--- config.mk ---
export PLATFORM = sky130hd
export DESIGN_NAME = nclic_arbiter_flat
export DESIGN_NICKNAME = d
export VERILOG_FILES = /design/src/rtl/nclic_arbiter_if.sv /design/src/rtl/nclic_arbiter.sv /design/src/flat_wrapper.sv
export SDC_FILE = /design/constraint.sdc
export NUM_CORES = 1
export LEC_CHECK = 0
export CAP_MARGIN = 40
export CORE_ASPECT_RATIO = 1.25
export CORE_MARGIN = 2
export CORE_UTILIZATION = 45
export CTS_BUF_LIST = sky130_fd_sc_hd__clkbuf_4
export DETAILED_ROUTE_END_ITERATION = 10
export GPL_TIMING_DRIVEN = 1
export PLACE_DENSITY_LB_ADDON = 0.15
export REMOVE_ABC_BUFFERS = 1
export SLEW_MARGIN = 10
export SYNTH_ARGS = -nofsm -noshare
export SYNTH_HDL_FRONTEND = slang
export SYNTH_SLANG_ARGS = --single-unit
--- constraint.sdc ---
create_clock -name clk -period 14.5 [get_ports clk]
set_clock_uncertainty 0.2 [all_clocks]
set_input_delay 2.9 -clock clk [delete_from_list [all_inputs] [get_ports clk]]
set_output_delay 2.9 -clock clk [all_outputs]
set_load 0.02 [all_outputs]
--- src/rtl/nclic_arbiter_if.sv ---
// Purpose: claim/complete bus between the CLIC arbiter, the per-line config registers and the core.
// Latency: none. This is wiring only; all timing is set by nclic_arbiter.
// Backpressure: the offer uses claim_valid/claim_ready; completion is a one-cycle pulse and cannot be stalled.
interface nclic_arbiter_if #(
  parameter int NumIrq    = 16,
  parameter int PrioWidth = 4
);
  localparam int IdWidth = $clog2(NumIrq);

  logic [NumIrq-1:0]    irq_pending;
  logic [NumIrq-1:0]    irq_enable;
  logic [PrioWidth-1:0] irq_prio [NumIrq];
  logic [PrioWidth-1:0] threshold;
  logic                 claim_valid;
  logic [IdWidth-1:0]   claim_id;
  logic [PrioWidth-1:0] claim_prio;
  logic                 claim_ready;
  logic                 complete;
  logic [IdWidth-1:0]   complete_id;
  logic                 active;
  logic [IdWidth-1:0]   active_id;
  logic                 err_complete;

  // Arbiter side.
  modport master (
    input  irq_pending, irq_enable, irq_prio, threshold, claim_ready, complete, complete_id,
    output claim_valid, claim_id, claim_prio, active, active_id, err_complete
  );

  // Core and config-register side.
  modport slave (
    output irq_pending, irq_enable, irq_prio, threshold, claim_ready, complete, complete_id,
    input  claim_valid, claim_id, claim_prio, active, active_id, err_complete
  );
endinterface

--- src/rtl/nclic_arbiter.sv ---
// Purpose: per-hart CLIC scheduler that masks lines, picks the highest priority through a max tree, and tracks claim/complete.
// Latency: the offer is registered and appears 1 cycle after the inputs change. A claim or completion updates active on the next edge.
// Backpressure: the offer is held and re-evaluated every cycle until claim_ready. Build option NCLIC_NESTING_EN enables a preemption stack.
module nclic_arbiter #(
  parameter int NumIrq    = 16,
  parameter int PrioWidth = 4,
  parameter int NestDepth = 4
) (
  input logic            clk,
  input logic            rst_n,
  nclic_arbiter_if.master bus
);
  localparam int IdW    = $clog2(NumIrq);
  localparam int Leaves = 1 << IdW;

  typedef enum logic [1:0] {IDLE = 2'd0, OFFER = 2'd1, ACTIVE = 2'd2} state_t;

  state_t               state_q, state_d;
  logic [IdW-1:0]       offer_id_q, offer_id_d;
  logic [PrioWidth-1:0] offer_prio_q, offer_prio_d;
  logic                 err_q, err_d;
  logic                 claim_vld, hs, cmp_ok, busy_d, room_d, offer_vld;
  logic [IdW-1:0]       top_id;
  logic [PrioWidth-1:0] level;
  logic [NumIrq-1:0]    in_svc, elig;
  // Max-priority tree; node n has children 2n and 2n+1, and the leaves start at Leaves.
  logic                 nd_vld  [1:2*Leaves-1];
  logic [IdW-1:0]       nd_id   [1:2*Leaves-1];
  logic [PrioWidth-1:0] nd_prio [1:2*Leaves-1];

`ifdef NCLIC_NESTING_EN
  localparam int DepW = $clog2(NestDepth + 1);
  // Shift-register stack. Entry 0 is always the irq currently in service.
  logic [IdW-1:0]       stk_id_q   [NestDepth];
  logic [IdW-1:0]       stk_id_d   [NestDepth];
  logic [PrioWidth-1:0] stk_prio_q [NestDepth];
  logic [PrioWidth-1:0] stk_prio_d [NestDepth];
  logic [DepW-1:0]      depth_q, depth_d;
  logic                 pre_vld_q, pre_vld_d;

  assign top_id    = stk_id_q[0];
  assign claim_vld = (state_q == OFFER) || pre_vld_q;
`else
  logic [IdW-1:0]       act_id_q, act_id_d;
  logic [PrioWidth-1:0] act_prio_q, act_prio_d;

  assign top_id    = act_id_q;
  assign claim_vld = (state_q == OFFER);
`endif

  // Next-state logic: retire the completion first, then accept the claim, then offer the best line from the stack that results.
  always_comb begin
    hs     = claim_vld && bus.claim_ready;
    cmp_ok = bus.complete && (state_q == ACTIVE) && (bus.complete_id == top_id);
    err_d  = err_q || (bus.complete && !cmp_ok);
    in_svc = '0;
    level  = bus.threshold;
`ifdef NCLIC_NESTING_EN
    stk_id_d   = stk_id_q;
    stk_prio_d = stk_prio_q;
    depth_d    = depth_q;
    if (cmp_ok) begin
      for (int j = 0; j < NestDepth - 1; j++) begin
        stk_id_d[j]   = stk_id_d[j+1];
        stk_prio_d[j] = stk_prio_d[j+1];
      end
      depth_d = depth_d - 1'b1;
    end
    if (hs) begin
      for (int j = NestDepth - 1; j > 0; j--) begin
        stk_id_d[j]   = stk_id_d[j-1];
        stk_prio_d[j] = stk_prio_d[j-1];
      end
      stk_id_d[0]   = offer_id_q;
      stk_prio_d[0] = offer_prio_q;
      depth_d       = depth_d + 1'b1;
    end
    busy_d = (depth_d != '0);
    room_d = (depth_d < DepW'(NestDepth));
    for (int i = 0; i < NumIrq; i++) begin
      for (int j = 0; j < NestDepth; j++) begin
        if ((DepW'(j) < depth_d) && (stk_id_d[j] == IdW'(i))) begin
          in_svc[i] = 1'b1;
        end
      end
    end
    if (busy_d && (stk_prio_d[0] > level)) level = stk_prio_d[0];
`else
    act_id_d   = act_id_q;
    act_prio_d = act_prio_q;
    busy_d     = (state_q == ACTIVE);
    if (cmp_ok) busy_d = 1'b0;
    if (hs) begin
      busy_d     = 1'b1;
      act_id_d   = offer_id_q;
      act_prio_d = offer_prio_q;
    end
    room_d = !busy_d;
    for (int i = 0; i < NumIrq; i++) begin
      in_svc[i] = busy_d && (act_id_d == IdW'(i));
    end
    if (busy_d && (act_prio_d > level)) level = act_prio_d;
`endif
    for (int i = 0; i < NumIrq; i++) begin
      elig[i] = bus.irq_pending[i] && bus.irq_enable[i] && (bus.irq_prio[i] > level) && !in_svc[i];
    end
    for (int n = 1; n < 2 * Leaves; n++) begin
      nd_vld[n]  = 1'b0;
      nd_id[n]   = '0;
      nd_prio[n] = '0;
    end
    for (int i = 0; i < NumIrq; i++) begin
      nd_vld[Leaves+i]  = elig[i];
      nd_id[Leaves+i]   = IdW'(i);
      nd_prio[Leaves+i] = bus.irq_prio[i];
    end
    // The right child wins only on strictly higher priority, so ties go to the lower index.
    for (int n = Leaves - 1; n >= 1; n--) begin
      if (nd_vld[2*n+1] && (!nd_vld[2*n] || (nd_prio[2*n+1] > nd_prio[2*n]))) begin
        nd_vld[n]  = 1'b1;
        nd_id[n]   = nd_id[2*n+1];
        nd_prio[n] = nd_prio[2*n+1];
      end else begin
        nd_vld[n]  = nd_vld[2*n];
        nd_id[n]   = nd_id[2*n];
        nd_prio[n] = nd_prio[2*n];
      end
    end
    offer_vld    = nd_vld[1] && room_d;
    offer_id_d   = offer_vld ? nd_id[1] : '0;
    offer_prio_d = offer_vld ? nd_prio[1] : '0;
    state_d      = busy_d ? ACTIVE : (nd_vld[1] ? OFFER : IDLE);
`ifdef NCLIC_NESTING_EN
    pre_vld_d    = busy_d && offer_vld;
`endif
  end

  // State register, registered offer and sticky completion error.
  always_ff @(posedge clk) begin
    if (!rst_n) begin
      state_q      <= IDLE;
      offer_id_q   <= '0;
      offer_prio_q <= '0;
      err_q        <= 1'b0;
    end else begin
      state_q      <= state_d;
      offer_id_q   <= offer_id_d;
      offer_prio_q <= offer_prio_d;
      err_q        <= err_d;
    end
  end

`ifdef NCLIC_NESTING_EN
  // Preemption stack and the offer-while-active flag.
  always_ff @(posedge clk) begin
    if (!rst_n) begin
      for (int j = 0; j < NestDepth; j++) begin
        stk_id_q[j]   <= '0;
        stk_prio_q[j] <= '0;
      end
      depth_q   <= '0;
      pre_vld_q <= 1'b0;
    end else begin
      stk_id_q   <= stk_id_d;
      stk_prio_q <= stk_prio_d;
      depth_q    <= depth_d;
      pre_vld_q  <= pre_vld_d;
    end
  end
`else
  // Single active slot.
  always_ff @(posedge clk) begin
    if (!rst_n) begin
      act_id_q   <= '0;
      act_prio_q <= '0;
    end else begin
      act_id_q   <= act_id_d;
      act_prio_q <= act_prio_d;
    end
  end
`endif

  assign bus.claim_valid  = claim_vld;
  assign bus.claim_id     = offer_id_q;
  assign bus.claim_prio   = offer_prio_q;
  assign bus.active       = (state_q == ACTIVE);
  assign bus.active_id    = (state_q == ACTIVE) ? top_id : '0;
  assign bus.err_complete = err_q;
endmodule

--- src/flat_wrapper.sv ---
// flat-port wrapper written by rule: the top's interface ports become plain ports
module nclic_arbiter_flat 
#(
  parameter int NumIrq    = 16,
  parameter int PrioWidth = 4,
  parameter int NestDepth = 4
)
  (clk, rst_n, bus_irq_pending, bus_irq_enable, bus_irq_prio, bus_threshold, bus_claim_ready, bus_complete, bus_complete_id, bus_claim_valid, bus_claim_id, bus_claim_prio, bus_active, bus_active_id, bus_err_complete);
  nclic_arbiter_if #(.NumIrq(NumIrq), .PrioWidth(PrioWidth)) bus_i ();
  input logic clk;
  input logic rst_n;
  input wire logic [$bits(bus_i.irq_pending)-1:0] bus_irq_pending;
  input wire logic [$bits(bus_i.irq_enable)-1:0] bus_irq_enable;
  input wire logic [$bits(bus_i.irq_prio)-1:0] bus_irq_prio;
  input wire logic [$bits(bus_i.threshold)-1:0] bus_threshold;
  input wire logic [$bits(bus_i.claim_ready)-1:0] bus_claim_ready;
  input wire logic [$bits(bus_i.complete)-1:0] bus_complete;
  input wire logic [$bits(bus_i.complete_id)-1:0] bus_complete_id;
  output wire logic [$bits(bus_i.claim_valid)-1:0] bus_claim_valid;
  output wire logic [$bits(bus_i.claim_id)-1:0] bus_claim_id;
  output wire logic [$bits(bus_i.claim_prio)-1:0] bus_claim_prio;
  output wire logic [$bits(bus_i.active)-1:0] bus_active;
  output wire logic [$bits(bus_i.active_id)-1:0] bus_active_id;
  output wire logic [$bits(bus_i.err_complete)-1:0] bus_err_complete;
  assign bus_i.irq_pending = bus_irq_pending;
  assign bus_i.irq_enable = bus_irq_enable;
  assign bus_i.irq_prio = {>>{bus_irq_prio}};
  assign bus_i.threshold = bus_threshold;
  assign bus_i.claim_ready = bus_claim_ready;
  assign bus_i.complete = bus_complete;
  assign bus_i.complete_id = bus_complete_id;
  assign bus_claim_valid = bus_i.claim_valid;
  assign bus_claim_id = bus_i.claim_id;
  assign bus_claim_prio = bus_i.claim_prio;
  assign bus_active = bus_i.active;
  assign bus_active_id = bus_i.active_id;
  assign bus_err_complete = bus_i.err_complete;
  nclic_arbiter #(.NumIrq(NumIrq), .PrioWidth(PrioWidth), .NestDepth(NestDepth)) u_core (.clk(clk), .rst_n(rst_n), .bus(bus_i));
endmodule
==> metrics.cfg, run 1 <==
[run_status]
status = completed

[yosys]
synth_edf_count = 0
synth.avg_cell_area_um2 = 7.92
synth_top_cell_area_share_pct = 21.8
synth_cell_types = 81
syn_inst = 696
synth_seq_cells = 19
synth_top_flop_cell = dfxtp_1
synth_warnings = 0
synthesis.area_mm2 = 0.00551
synth_top_area_cell = ha_1
ys_top_cells_by_area = ha_1, mux2i_1, dfxtp_1, inv_1, a41oi_1
synthArstFlopShare_pct = 0
synth-seq-area-share_pct = 6.90

[worst_setup_path]
critPathSlowestCell = o21a_1
r2r_slack_ps = 3410
cp_data_arrival_time_ps = 13660
cp_common_cell = ha_1
cp-start-kind = input port
required_ps = 14490
cp-end-kind = flop
slowest_delay_ps = 650
cp_max_fo = 18
critPathKind = in2reg

[power_and_ir_drop]
p_int_uw = 218
ir_worst_vdd_uv = 29.4
finalPower_uw = 432
leakage_nw = 3.18
power.clock.fraction_pct = 6.4
p_seq_share_pct = 16.2
switching_share_pct = 49.5
p_per_area_mw_per_mm2 = 62.8
pwr-share-comb_pct = 77.4
p_switching_uw = 214

[route]
drc = 0
drt-pass1-iter-count = 5
drt-total-wl_mm = 19.3
vias_per_cell = 6.08
drt-initial-drc-count = 302
vias = 5896
route.detailed.wl_per_inst_um = 20.0
ant_nets = 0

[floorplanning]
start_util_pct = 45.7
die_height_um = 128
core.rowCount = 45
fp.coreArea_mm2 = 0.0120
die_w_um = 103
ios = 123
die_area_mm2 = 0.0132

[hold_path]
min_path_type = reg2reg

[placed_design]
numPortBuffers = 122
place.gp.congestion = 0.993
dpl_cell_area_mm2 = 0.00684
dp_hpwl_mm = 16.1

[grt]
gr-total-overflow = 0
antenna_found_initial = 0
grt_max_degree = 26
grtUsageTotal_pct = 29.1
grt_first_pass_wirelength_mm = 30.2
grt_pass1_vias = 6002

[clock_network]
cts-root-buf = clkbuf_4
cts_hold_buffers = 0
cts_buffers = 3
clk_latency_ps = 310
clock_path_buffers = 2
path_clk_slew_ps = 120
clock_sinks = 19
cts_resized = 0
tritoncts = yes
post_cts_buffers = 0
htree_levels = 1

[timing]
setup_violations = 0
period_share_pct = 94.3
max_freq_mhz = 73.2
finalHoldViolCount = 0
fin_crit_ps = 13670
grt_setup_unrepaired = no
slew_headroom_pct = 40.9
final_max_slew_viol_count = 0
finalSetupTns_ps = 0
tightest_slew_ps = 882

[final_layout]
finalNetCount = 1010
layout-drive-gt1-share_pct = 5.84
antenna_cells = 0
area_delta_synth_final_pct = 24.6
fin_area_mm2 = 0.00687
final_common_cell = clkdlybuf4s50_1
final_cell_mix = clkdlybuf4s50_1, ha_1, inv_1, mux2i_1

[job]
max-cap-violations = 0

==> power by group through the flow <==
stage                     Clock, mW  Sequential, mW  Combinational, mW
after global placement            0          0.0708              0.318
final                        0.0274          0.0701              0.334
after detailed placement          0          0.0708              0.330
after global routing         0.0295          0.0710              0.364
after CTS                    0.0268          0.0698              0.331
after floorplan                   0          0.0760              0.200
==> cell usage after synthesis, types with 10 or more instances <==
cell      number
o211ai_1      15
inv_1         83
ha_1          96
nor2b_1       28
nor2_1        26
o21ai_0       27
nand2b_1      17
nand2_1       31
a41oi_1       22
dfxtp_1       19
or3_1         12
mux2i_1       60
a21oi_1       31
nand3_1       26
xnor2_1       11
buf_2         10
==> registers in the layout (all words and copies together) (netlist names) <==
register	count
u_core.bus.err_complete	1
u_core.act_id_q	4
u_core.bus.claim_prio	4
u_core.state_q	2
u_core.bus.claim_id	4
u_core.act_prio_q	4
==> critical path: cells and delay by family <==
kind,cells,cell delay (ps)
AND/OR/NAND/NOR,11,1810
buffers and inverters,5,1130
multiplexers,4,1510
adder cells (fa/ha/maj),5,1550
AO/OA/AOI/OAI,20,4700
==> metrics by stage <==
step / utilization, % / hold WS, ps / instances / setup slack (ps)
2_1_floorplan: - / 303 / 671 / 1960
6_report: 57.0 / 315 / 969 / 830
3_3_place_gp: 56.6 / 280 / 964 / 954
4_1_cts: 57.0 / 315 / 969 / 983
5_1_grt: 57.0 / 350 / 969 / 134
3_5_place_dp: 56.8 / 285 / 965 / 687
==> layout make-up <==
cell class | count | area (µm²)
clock buffers | 3 | 22.5
well taps | 164 | 205
flip-flops and latches | 19 | 380
clock inverters | 1 | 5.00
inverters | 85 | 322
fillers | 1180 | 5180
repair buffers | 130 | 1290
multi-input cells | 567 | 4640
==> layer usage <==
metal / global-route usage, % / share of wire (%) / vias up
li1: - / - / 2866
met4: 13.1 / 5.2 / 0
met1: 33.0 / 39 / 2768
met3: 1.80 / 4.0 / 59
met2: 54.4 / 52 / 203
met5: 0 / 0 / -
==> final timing paths <==
check / startpoint / to / depth (start not counted)
setup / recovery: bus_claim_ready / u_core.bus.claim_id[2] / 45
hold / removal: u_core.bus.err_complete / u_core.bus.err_complete / 2
setup reg to reg: u_core.state_q[1] / u_core.bus.claim_id[2] / 44
hold reg to reg: u_core.bus.err_complete / u_core.bus.err_complete / 2
==> cells by family after synthesis <==
logic type / share of synthesized area [%]
AO/OA/AOI/OAI: 29.2
AND/OR/NAND/NOR: 18.7
buffers and inverters: 8.88
adder cells (fa/ha/maj): 21.8
multiplexers: 12.7
flip-flops: 6.90
XOR/XNOR: 1.75
Note: power is estimated with default switching activity, not from simulation.
==> run 2: changes to the inputs <==
- ABC_CLOCK_PERIOD_IN_PS: default -> 14500
- CTS_BUF_LIST: sky130_fd_sc_hd__clkbuf_4 -> default
==> metrics.cfg, run 2 (same netlist as run 1, synthesis figures left out) <==
[route]
drt-initial-drc-count = 360  ; was 302
drt-total-wl_mm = 19.4  ; was 19.3 mm
vias = 5946  ; was 5896
vias_per_cell = 6.14  ; was 6.08
drt-pass1-iter-count = 7  ; was 5
route.detailed.wl_per_inst_um = 20.0  ; about the same
ant_nets = 0  ; unchanged
drc = 0  ; unchanged

[timing]
finalHoldViolCount = 0  ; unchanged
period_share_pct = 94.3  ; about the same
setup_violations = 0  ; unchanged
slew_headroom_pct = 38.9  ; was 40.9%
final_max_slew_viol_count = 0  ; unchanged
finalSetupTns_ps = 0  ; unchanged
holdWs_ps = 298  ; was 315 ps
max_freq_mhz = 73.2  ; about the same
tightest_slew_ps = 912  ; was 882 ps
fin_crit_ps = 13670  ; about the same
grt_setup_unrepaired = no  ; unchanged

[floorplanning]
start_util_pct = 45.7  ; unchanged
core.rowCount = 45  ; unchanged
fp.coreArea_mm2 = 0.0120  ; unchanged
die_w_um = 103  ; unchanged
die_area_mm2 = 0.0132  ; unchanged
die_height_um = 128  ; unchanged
ios = 123  ; unchanged

[final_layout]
antenna_cells = 0  ; unchanged
finalNetCount = 1010  ; unchanged
final_common_cell = clkdlybuf4s50_1  ; unchanged
fin_cells = 969  ; unchanged
fin_area_mm2 = 0.00692  ; was 0.00687 mm²
final_cell_mix = clkdlybuf4s50_1, ha_1, inv_1, mux2i_1  ; unchanged
area_delta_synth_final_pct = 25.6  ; was 24.6%
layout-drive-gt1-share_pct = 5.84  ; unchanged

[grt]
antenna_found_initial = 0  ; unchanged
grtUsageTotal_pct = 29.2  ; was 29.1%
grt_first_pass_wirelength_mm = 30.0  ; was 30.2 mm
grt_pass1_vias = 5998  ; was 6002
gr-total-overflow = 0  ; unchanged
grt_max_degree = 26  ; unchanged

[clock_network]
cts_hold_buffers = 0  ; unchanged
post_cts_buffers = 0  ; unchanged
path_clk_slew_ps = 60  ; was 120 ps
cts-root-buf = clkbuf_16  ; was clkbuf_4
clock_sinks = 19  ; unchanged
cts_resized = 0  ; unchanged
htree_levels = 1  ; unchanged
tritoncts = yes  ; unchanged
cts_buffers = 3  ; unchanged
clock_path_buffers = 2  ; unchanged
clk_latency_ps = 260  ; was 310 ps

[power_and_ir_drop]
ir_worst_vdd_uv = 40.5  ; was 29.4 µV
leakage_nw = 3.20  ; was 3.18 nW
p_per_area_mw_per_mm2 = 66.7  ; was 62.8 mW/mm²

[worst_setup_path]
critPathSlowestCell = o21a_1  ; unchanged
required_ps = 14440  ; was 14490 ps
cp-start-kind = input port  ; unchanged
cp-end-kind = flop  ; unchanged
cp_data_arrival_time_ps = 13610  ; was 13660 ps
cp_common_cell = ha_1  ; unchanged
slowest_delay_ps = 640  ; was 650 ps
cp_max_fo = 18  ; unchanged
critPathKind = in2reg  ; unchanged

[job]
max-cap-violations = 0  ; unchanged

[placed_design]
dp.cells = 965  ; unchanged
dpl_cell_area_mm2 = 0.00684  ; unchanged
place.gp.congestion = 0.993  ; unchanged
dp_hpwl_mm = 16.1  ; unchanged
numPortBuffers = 122  ; unchanged

[hold_path]
min_path_type = reg2reg  ; unchanged

[run_status]
status = completed  ; unchanged

-- run 2: critical path: cells and delay by family --
family | cells | cell delay [ps]
multiplexers | 4 | 1500
AND/OR/NAND/NOR | 11 | 1810
buffers and inverters | 5 | 1130
adder cells (fa/ha/maj) | 5 | 1550
AO/OA/AOI/OAI | 20 | 4660
-- run 2: cell type report --
cell class | instances | area [µm²]
repair buffers | 130 | 1290
inverters | 85 | 322
well taps | 164 | 205
flip-flops and latches | 19 | 380
fillers | 1171 | 5130
clock buffers | 3 | 75.1
clock inverters | 1 | 5.00
multi-input cells | 567 | 4640
-- run 2: path summary, 6_finish.rpt --
path                            from                       to  slack (ps)  cells past startpoint
min          u_core.bus.err_complete  u_core.bus.err_complete         300                      2
max reg2reg        u_core.state_q[1]   u_core.bus.claim_id[2]        3490                     44
max                  bus_claim_ready   u_core.bus.claim_id[2]         830                     45
min reg2reg  u_core.bus.err_complete  u_core.bus.err_complete         300                      2
-- run 2: where the power goes --
group | switching (mW) | internal, mW
Combinational | 0.187 | 0.147
Clock | 0.0204 | 0.0370
Sequential | 0.00915 | 0.0610
Total | 0.217 | 0.245
-- run 2: metrics by stage --
step / power (mW) / worst slack (ps) / utilization, %
after floorplan: 0.276 / 1960 / -
after global placement: 0.389 / 954 / 56.6
after detailed placement: 0.401 / 687 / 56.8
after CTS: 0.458 / 948 / 57.4
after global routing: 0.494 / 114 / 57.4
final: 0.461 / 829 / 57.4
-- run 2: per-layer routing --
| layer | GRT usage [%] | up-vias | share of wire, % |
|---|---|---|---|
| met4 | 16.0 | 0 | 6.0 |
| met2 | 53.1 | 216 | 51 |
| met1 | 32.6 | 2800 | 39 |
| met3 | 2.73 | 63 | 4.7 |
| li1 | - | 2867 | - |
| met5 | 0 | - | 0 |
